$ cat src/rtl/collision_scan_ctrl.sv
// collision_scan_ctrl: frame-scheduled dragon segment collision scan with valid/ack result.
// Define COLLISION_SEG_INDEX_EN to add sword_hit_seg (lowest segment hit by the sword).
module collision_scan_ctrl #(
    parameter int NUM_SEG = 7,
    parameter int POS_W = 8
) (
    input  logic                     clk,
    input  logic                     reset,
    input  logic                     frame_start,
    input  logic [POS_W-1:0]         player_pos,
    input  logic [POS_W-1:0]         sword_pos,
    input  logic                     sword_active,
    input  logic [POS_W-1:0]         sheep_pos,
    input  logic [NUM_SEG*POS_W-1:0] dragon_seg_pos,
    input  logic [NUM_SEG-1:0]       dragon_seg_active,
    input  logic                     result_ack,
    output logic                     busy,
    output logic                     result_valid,
    output logic                     player_hit,
    output logic                     sword_hit,
    output logic                     sheep_hit,
    output logic                     overrun
`ifdef COLLISION_SEG_INDEX_EN
    ,
    output logic [2:0]               sword_hit_seg
`endif
);
    localparam logic [POS_W-1:0] OFF = '1;

    typedef enum logic [1:0] {IDLE, SCAN, DONE} state_t;
    state_t state, state_nxt;

    logic [POS_W-1:0]         player_q, sword_q, sheep_q, seg;
    logic [NUM_SEG*POS_W-1:0] seg_pos_q;
    logic [NUM_SEG-1:0]       seg_act_q;
    logic                     sword_act_q;
    logic [2:0]               seg_idx;
    logic                     acc_p, acc_s, acc_sh;
    logic                     seg_ok, hit_p, hit_s, hit_sh, last, accept;

    // An off-field segment never matches, so entity all-ones is excluded by equality.
    assign seg    = seg_pos_q[int'(seg_idx)*POS_W +: POS_W];
    assign seg_ok = seg_act_q[seg_idx] && seg != OFF;
    assign hit_p  = seg_ok && player_q == seg;
    assign hit_s  = seg_ok && sword_act_q && sword_q == seg;
    assign hit_sh = seg_ok && sheep_q == seg;
    assign last   = seg_idx == 3'(NUM_SEG - 1);
    assign accept = frame_start && (state == IDLE || (state == DONE && result_ack));

    always_ff @(posedge clk) begin
        if (!reset) state <= IDLE;
        else        state <= state_nxt;
    end

    always_comb begin
        state_nxt    = state;
        busy         = state == SCAN;
        result_valid = state == DONE;
        if (accept)                          state_nxt = SCAN;
        else if (state == SCAN && last)      state_nxt = DONE;
        else if (state == DONE && result_ack) state_nxt = IDLE;
    end

    always_ff @(posedge clk) begin
        if (!reset) begin
            seg_idx    <= '0;
            acc_p      <= 1'b0;
            acc_s      <= 1'b0;
            acc_sh     <= 1'b0;
            player_hit <= 1'b0;
            sword_hit  <= 1'b0;
            sheep_hit  <= 1'b0;
            overrun    <= 1'b0;
        end else begin
            if (accept) begin
                player_q    <= player_pos;
                sword_q     <= sword_pos;
                sheep_q     <= sheep_pos;
                sword_act_q <= sword_active;
                seg_pos_q   <= dragon_seg_pos;
                seg_act_q   <= dragon_seg_active;
                seg_idx     <= '0;
                acc_p       <= 1'b0;
                acc_s       <= 1'b0;
                acc_sh      <= 1'b0;
                overrun     <= 1'b0;
            end else if (frame_start) begin
                overrun <= 1'b1;
            end
            if (state == SCAN) begin
                seg_idx <= seg_idx + 3'd1;
                acc_p   <= acc_p | hit_p;
                acc_s   <= acc_s | hit_s;
                acc_sh  <= acc_sh | hit_sh;
                if (last) begin
                    player_hit <= acc_p | hit_p;
                    sword_hit  <= acc_s | hit_s;
                    sheep_hit  <= acc_sh | hit_sh;
                end
            end
        end
    end

`ifdef COLLISION_SEG_INDEX_EN
    logic [2:0] acc_seg;

    // The first qualified sword match wins; acc_s low means no earlier match.
    always_ff @(posedge clk) begin
        if (!reset) begin
            acc_seg       <= '0;
            sword_hit_seg <= '0;
        end else begin
            if (accept) acc_seg <= '0;
            if (state == SCAN) begin
                if (hit_s && !acc_s) acc_seg <= seg_idx;
                if (last) sword_hit_seg <= acc_s ? acc_seg : (hit_s ? seg_idx : 3'd0);
            end
        end
    end
`endif
endmodule

$ cat config.mk
export PLATFORM = sky130hd
export DESIGN_NAME = collision_scan_ctrl
export DESIGN_NICKNAME = d
export VERILOG_FILES = /design/src/rtl/collision_scan_ctrl.sv
export SDC_FILE = /design/constraint.sdc
export NUM_CORES = 1
export LEC_CHECK = 0
export CAP_MARGIN = 20
export CORE_AREA = 4 4 109 80
export CTS_BUF_LIST = sky130_fd_sc_hd__clkbuf_4 sky130_fd_sc_hd__clkbuf_8
export DETAILED_ROUTE_END_ITERATION = 10
export DIE_AREA = 0 0 113 84
export GPL_TIMING_DRIVEN = 0
export PLACE_DENSITY = 0.84
export SYNTH_ARGS = -nofsm -noshare
export SYNTH_HDL_FRONTEND = slang
export SYNTH_SLANG_ARGS = --single-unit
$ cat constraint.sdc
create_clock -name clk -period 10.8 [get_ports clk]
set_input_delay 2.16 -clock clk [delete_from_list [all_inputs] [get_ports clk]]
set_output_delay 2.16 -clock clk [all_outputs]
set_load 0.01 [all_outputs]
; Yosys cells after proc, flatten, opt, wreduce, memory -nomap -nowiden
; Cells that the tools add are included.
[op_classes]
n_addsub = 1
n_lt_le_gt_ge = 1
n_eq_ne = 7
shifts = 1
muxes = 11
bitwise_logic = 4
n_reduce_logical = 16
[ops]
columns = cell, n
row1 = 56-bit by 7-bit indexed part select with 8-bit output, 1
row2 = 8-bit == test, 3
row3 = 1-bit logical AND, 8
row4 = "8-bit != test, second input constant", 1
row5 = 1-bit two-way mux, 6
row6 = 3-bit two-way mux, 2
row7 = "3-bit by 4-bit less-than comparator with 1-bit output, second input constant", 1
row8 = 2-bit two-way mux, 2
row9 = 2-bit AND reduction, 2
row10 = 2-bit nonzero test, 2
row11 = "3-bit by 1-bit adder with 3-bit output, second input constant", 1
row12 = 1-bit binary-select mux with 3-bit select, 1
row13 = "3-bit == test, second input constant", 1
row14 = 1-bit OR, 3
row15 = 3-bit nonzero test, 1
row16 = "2-bit by 1-bit == test with 1-bit output, second input constant", 1
row17 = "2-bit == test, second input constant", 1
row18 = 2-bit zero test, 1
row19 = 2-bit OR reduction, 1
row20 = 1-bit logical OR, 1
row21 = 1-bit inverter, 1
[totals]
reg_bits = 100

; Longest topological paths before layout
[depth]
word_depth = 7
ltp_mapped = 9
mapped_depth_nobuf = 7

; Worst setup path before layout
; OpenSTA, ideal clock, no wires.
[synth_timing]
kind = input to register
from = input port result_ack
to = register player_q[0], enable pin
setup_ns = 0.537
arrival_time_ns = 6.063
setup_slack_ns = 4.200
stages = 4
cell_sequence = inv_1 nand2_1 nand3b_1 nor2_1
[synth_via]
elab_chain_cells = 4
[synth_rtl]
columns = element, line_no
row1 = from (decl), 16  ; input logic result_ack,
row2 = 1-bit logical AND, 48  ; assign accept = frame_start && (state == IDLE || (state == DONE && result_ack));
row3 = 1-bit logical OR, 48
row4 = 1-bit logical AND, 48
row5 = 2-bit AND reduction (no line), n/a
row6 = to (signal assigned), 76  ; player_q <= player_pos;
row7 = to (decl), 33  ; logic [POS_W-1:0] player_q, sword_q, sheep_q, seg;
; No other way between the ends.
; A chain may end at the register's enable or synchronous reset.

; Final worst setup path
[layout_timing]
from = input port result_ack
to = register seg_pos_q[35], enable pin
[layout_via]
elab_chain_cells = 4
[layout_rtl]
columns = element, line_no
row1 = 1-bit logical AND, 48
row2 = 1-bit logical OR, 48
row3 = 1-bit logical AND, 48
row4 = 2-bit AND reduction (no line), n/a
row5 = to (signal assigned), 80  ; seg_pos_q <= dragon_seg_pos;
row6 = to (decl), 34  ; logic [NUM_SEG*POS_W-1:0] seg_pos_q;
; No other way between the ends.

==> out/metrics.csv <==
stage,metric,value,unit
worst_setup_path,required,10.86,ns
yosys,synth_area,4121,µm²
drt,vias_per_cell,5.195,
global_route,grt_max_degree,39,
drt,wl_per_cell,17.61,µm
yosys,async_flop_share,0,
global_route,antenna_found_initial,0,
yosys,synth-main-ff-cell,edfxtp_1,
finish,final_common_cell,clkdlybuf4s50_1,
timing,slew_violations,0,
flow_run,max_cap_viol_count,0,
power_and_ir_drop,vdd_drop_max,0.00008916,V
worst_setup_path,critical_path.max_fanout,38,
worst_setup_path,startpoint_type,primary input,
finish,drive_gt1_frac,0.1417,
timing,fin_setup_tns,0,ns
drt,firstDrtPassIters,4,
floorplanning,coreArea,7669,µm²
timing,worst_slack,6.785,ns
yosys,synth_area_leaders,"edfxtp_1, dfxtp_1, mux2i_1",
global_route,grtUsageTotal,0.1812,
placement,io_buffers,97,
power_and_ir_drop,power.density,144.1,nW/µm²
worst_setup_path,slowest_stage,nor2_4,
yosys,syn-num-nets,339,
timing,setup_viol,0,
drt,drtIter0Drc,105,
timing,min_period_over_period,0.3718,
timing,hold_viol,0,
worst_setup_path,cpPeakStageDelay,0.62,ns
worst_hold_path,min_from,overrun$_SDFFE_PP0P_,
drt,drt-total-wl,8120,µm
yosys,yosysTopAreaCell,edfxtp_1,
worst_setup_path,crit_arrival,4.07,ns
finish,diodes,0,
yosys,avgSynthCellArea,16.82,µm²
worst_setup_path,cp-end-kind,flip-flop,
timing,clock_skew,0.008949,ns
worst_setup_path,critPathKind,primary input to flip-flop,
placement,hpwlAfterDp,6059,µm
clocking,ctsRootBufferMaster,clkbuf_8,
floorplanning,die-area,9492,µm²
placement,dp_slack,6.373,ns
power_and_ir_drop,p_leak,0.001802,µW
clocking,hold_buffers,0,
clocking,cts_buffers,9,
floorplanning,num_io_pins,98,
yosys,synth-seq-area-share,0.6995,
yosys,synth_warnings,0,
worst_setup_path,r2r-start,seg_idx[1]$_SDFFE_PN0P_,
clocking,cts_max_level,3,
yosys,synth_top_area_frac,0.6412,
clocking,post_cts_resized,0,
floorplanning,die_y,84,µm
yosys,synth-edff-count,88,
global_route,grt_pass1_vias,2568,
timing,grt_setup_unrepaired,no,
floorplanning,die_width,113,µm
timing,fmax,249.1,MHz
clocking,cts_tree,built,
finish,fin_nets,449,
finish,final_cell_mix,"clkdlybuf4s50_1, edfxtp_1, mux2i_1, xnor2_1, dfxtp_1",
yosys,synth_cells,245,
outcome,outcome,"finished, final reports clean",
worst_setup_path,cp-startpoint,result_ack,
floorplanning,initial_core_util,0.5374,
clocking,clk_path_buf_depth,2,
clocking,clk_latency,0.36,ns
timing,fin_crit,4.015,ns
timing,tightest_slew,0.7561,ns
worst_setup_path,cp_cell_sequence,clkdlybuf4s50_1 -> inv_1 -> nand2_1 -> nand3b_1 -> nor2_4 -> buf_12 -> buf_12,
finish,area_delta_synth_final,32.57,%
floorplanning,rows,27,
global_route,gr-total-overflow,0,
timing,relSlewSlack,0.4948,
worst_hold_path,worstHoldPathType,flip-flop to flip-flop,
clocking,cts.clk_slew.worst_paths,0.10,ns
yosys,ys_seq_elements,100,
drt,vias,2395,
yosys,ys_types,42,
worst_setup_path,path_common_cell,buf_12,
drt,drc,0,
placement,gp_congestion,0.8145,
clocking,cts.sinks,100,
drt,ant_nets,0,
clocking,post_cts_buffers,0,
global_route,grt_first_pass_wirelength,13140,µm
## final cells by class
| class | instances | area (µm²) |
|---|---|---|
| flip-flops and latches | 100 | 2883 |
| fillers | 509 | 2205 |
| multi-input cells | 134 | 1139 |
| repair buffers | 99 | 1011 |
| well taps | 101 | 126.4 |
| clock buffers | 9 | 123.9 |
| plain buffers | 7 | 92.59 |
| clock inverters | 7 | 73.82 |
| inverters | 4 | 15.01 |
## critical path, delay by kind of cell
kind                   cells  cell delay [ns]
buffers and inverters      4             1.03
AND/OR/NAND/NOR            3             0.85
## routing by layer
metal,vias to the layer above,part of all wire,track usage
met5,-,0,0
met4,0,0.014,0.05786
met3,10,0.053,0.05507
met2,72,0.48,0.2860
met1,1147,0.45,0.2410
li1,1166,-,-
## logic make-up (layout without fill, tap and decap cells)
kind of cell / Yosys count / after routing / synth area share
DFF: 100 / 100 / 0.6995
muxes: 27 / 27 / 0.07195
adders and majority gates: 2 / 2 / 0.006071
AOI/OAI and AO/OA: 39 / 39 / 0.08318
and+or+nand+nor: 40 / 40 / 0.05799
xor gates and xnor gates: 26 / 26 / 0.05525
buffers and inverters: 11 / 126 / 0.02611
## flip-flops by register name, indices dropped and copies added (netlist names)
name and cells:
sword_act_q 1, state 2, player_q 8, acc_sh 1
overrun 1, sword_hit 1, acc_p 1, sheep_hit 1
seg_act_q 7, sword_q 8, sheep_q 8, seg_idx 3
seg_pos_q 56, acc_s 1, player_hit 1
## worst paths after layout
path                                   to  slack [ns]  cells past startpoint
setup / recovery  seg_pos_q[35]$_DFFE_PP_        6.78                      7
hold reg to reg      overrun$_SDFFE_PP0P_        0.48                      2
hold / removal       overrun$_SDFFE_PP0P_        0.48                      2
setup reg to reg   sheep_hit$_SDFFE_PN0P_        8.50                      9
## where the power goes
group / internal, µW / switching [µW] / leakage, µW / total, µW
sequential: 440 / 5.69 / 0.000913 / 445
combinational: 58.2 / 46.7 / 0.000789 / 105
clock: 109 / 128 / 0.000100 / 237
## cells in the mapped netlist, drive strengths merged (6+ instances only)
cell / count
nor2: 11
dfxtp: 12
nor4: 6
mux2i: 24
buf: 7
edfxtp: 88
nand2: 7
xor2: 8
o21ai: 13
xnor2: 18
o2bb2ai: 7
a22oi: 9
## per-stage QoR
step                      hold WS, ns    util  area, µm²  power, µW  instances
after floorplan                0.4662       -       4121      509.8        245
after global placement         0.4534  0.6805       5219      557.8        443
after detailed placement       0.4577  0.6867       5266      560.0        445
after CTS                      0.4803  0.7125       5464      794.0        461
after global routing           0.5264  0.7125       5464      817.8        461
final                          0.4778  0.7125       5464      787.2        461
(Power assumes the default switching activity.)
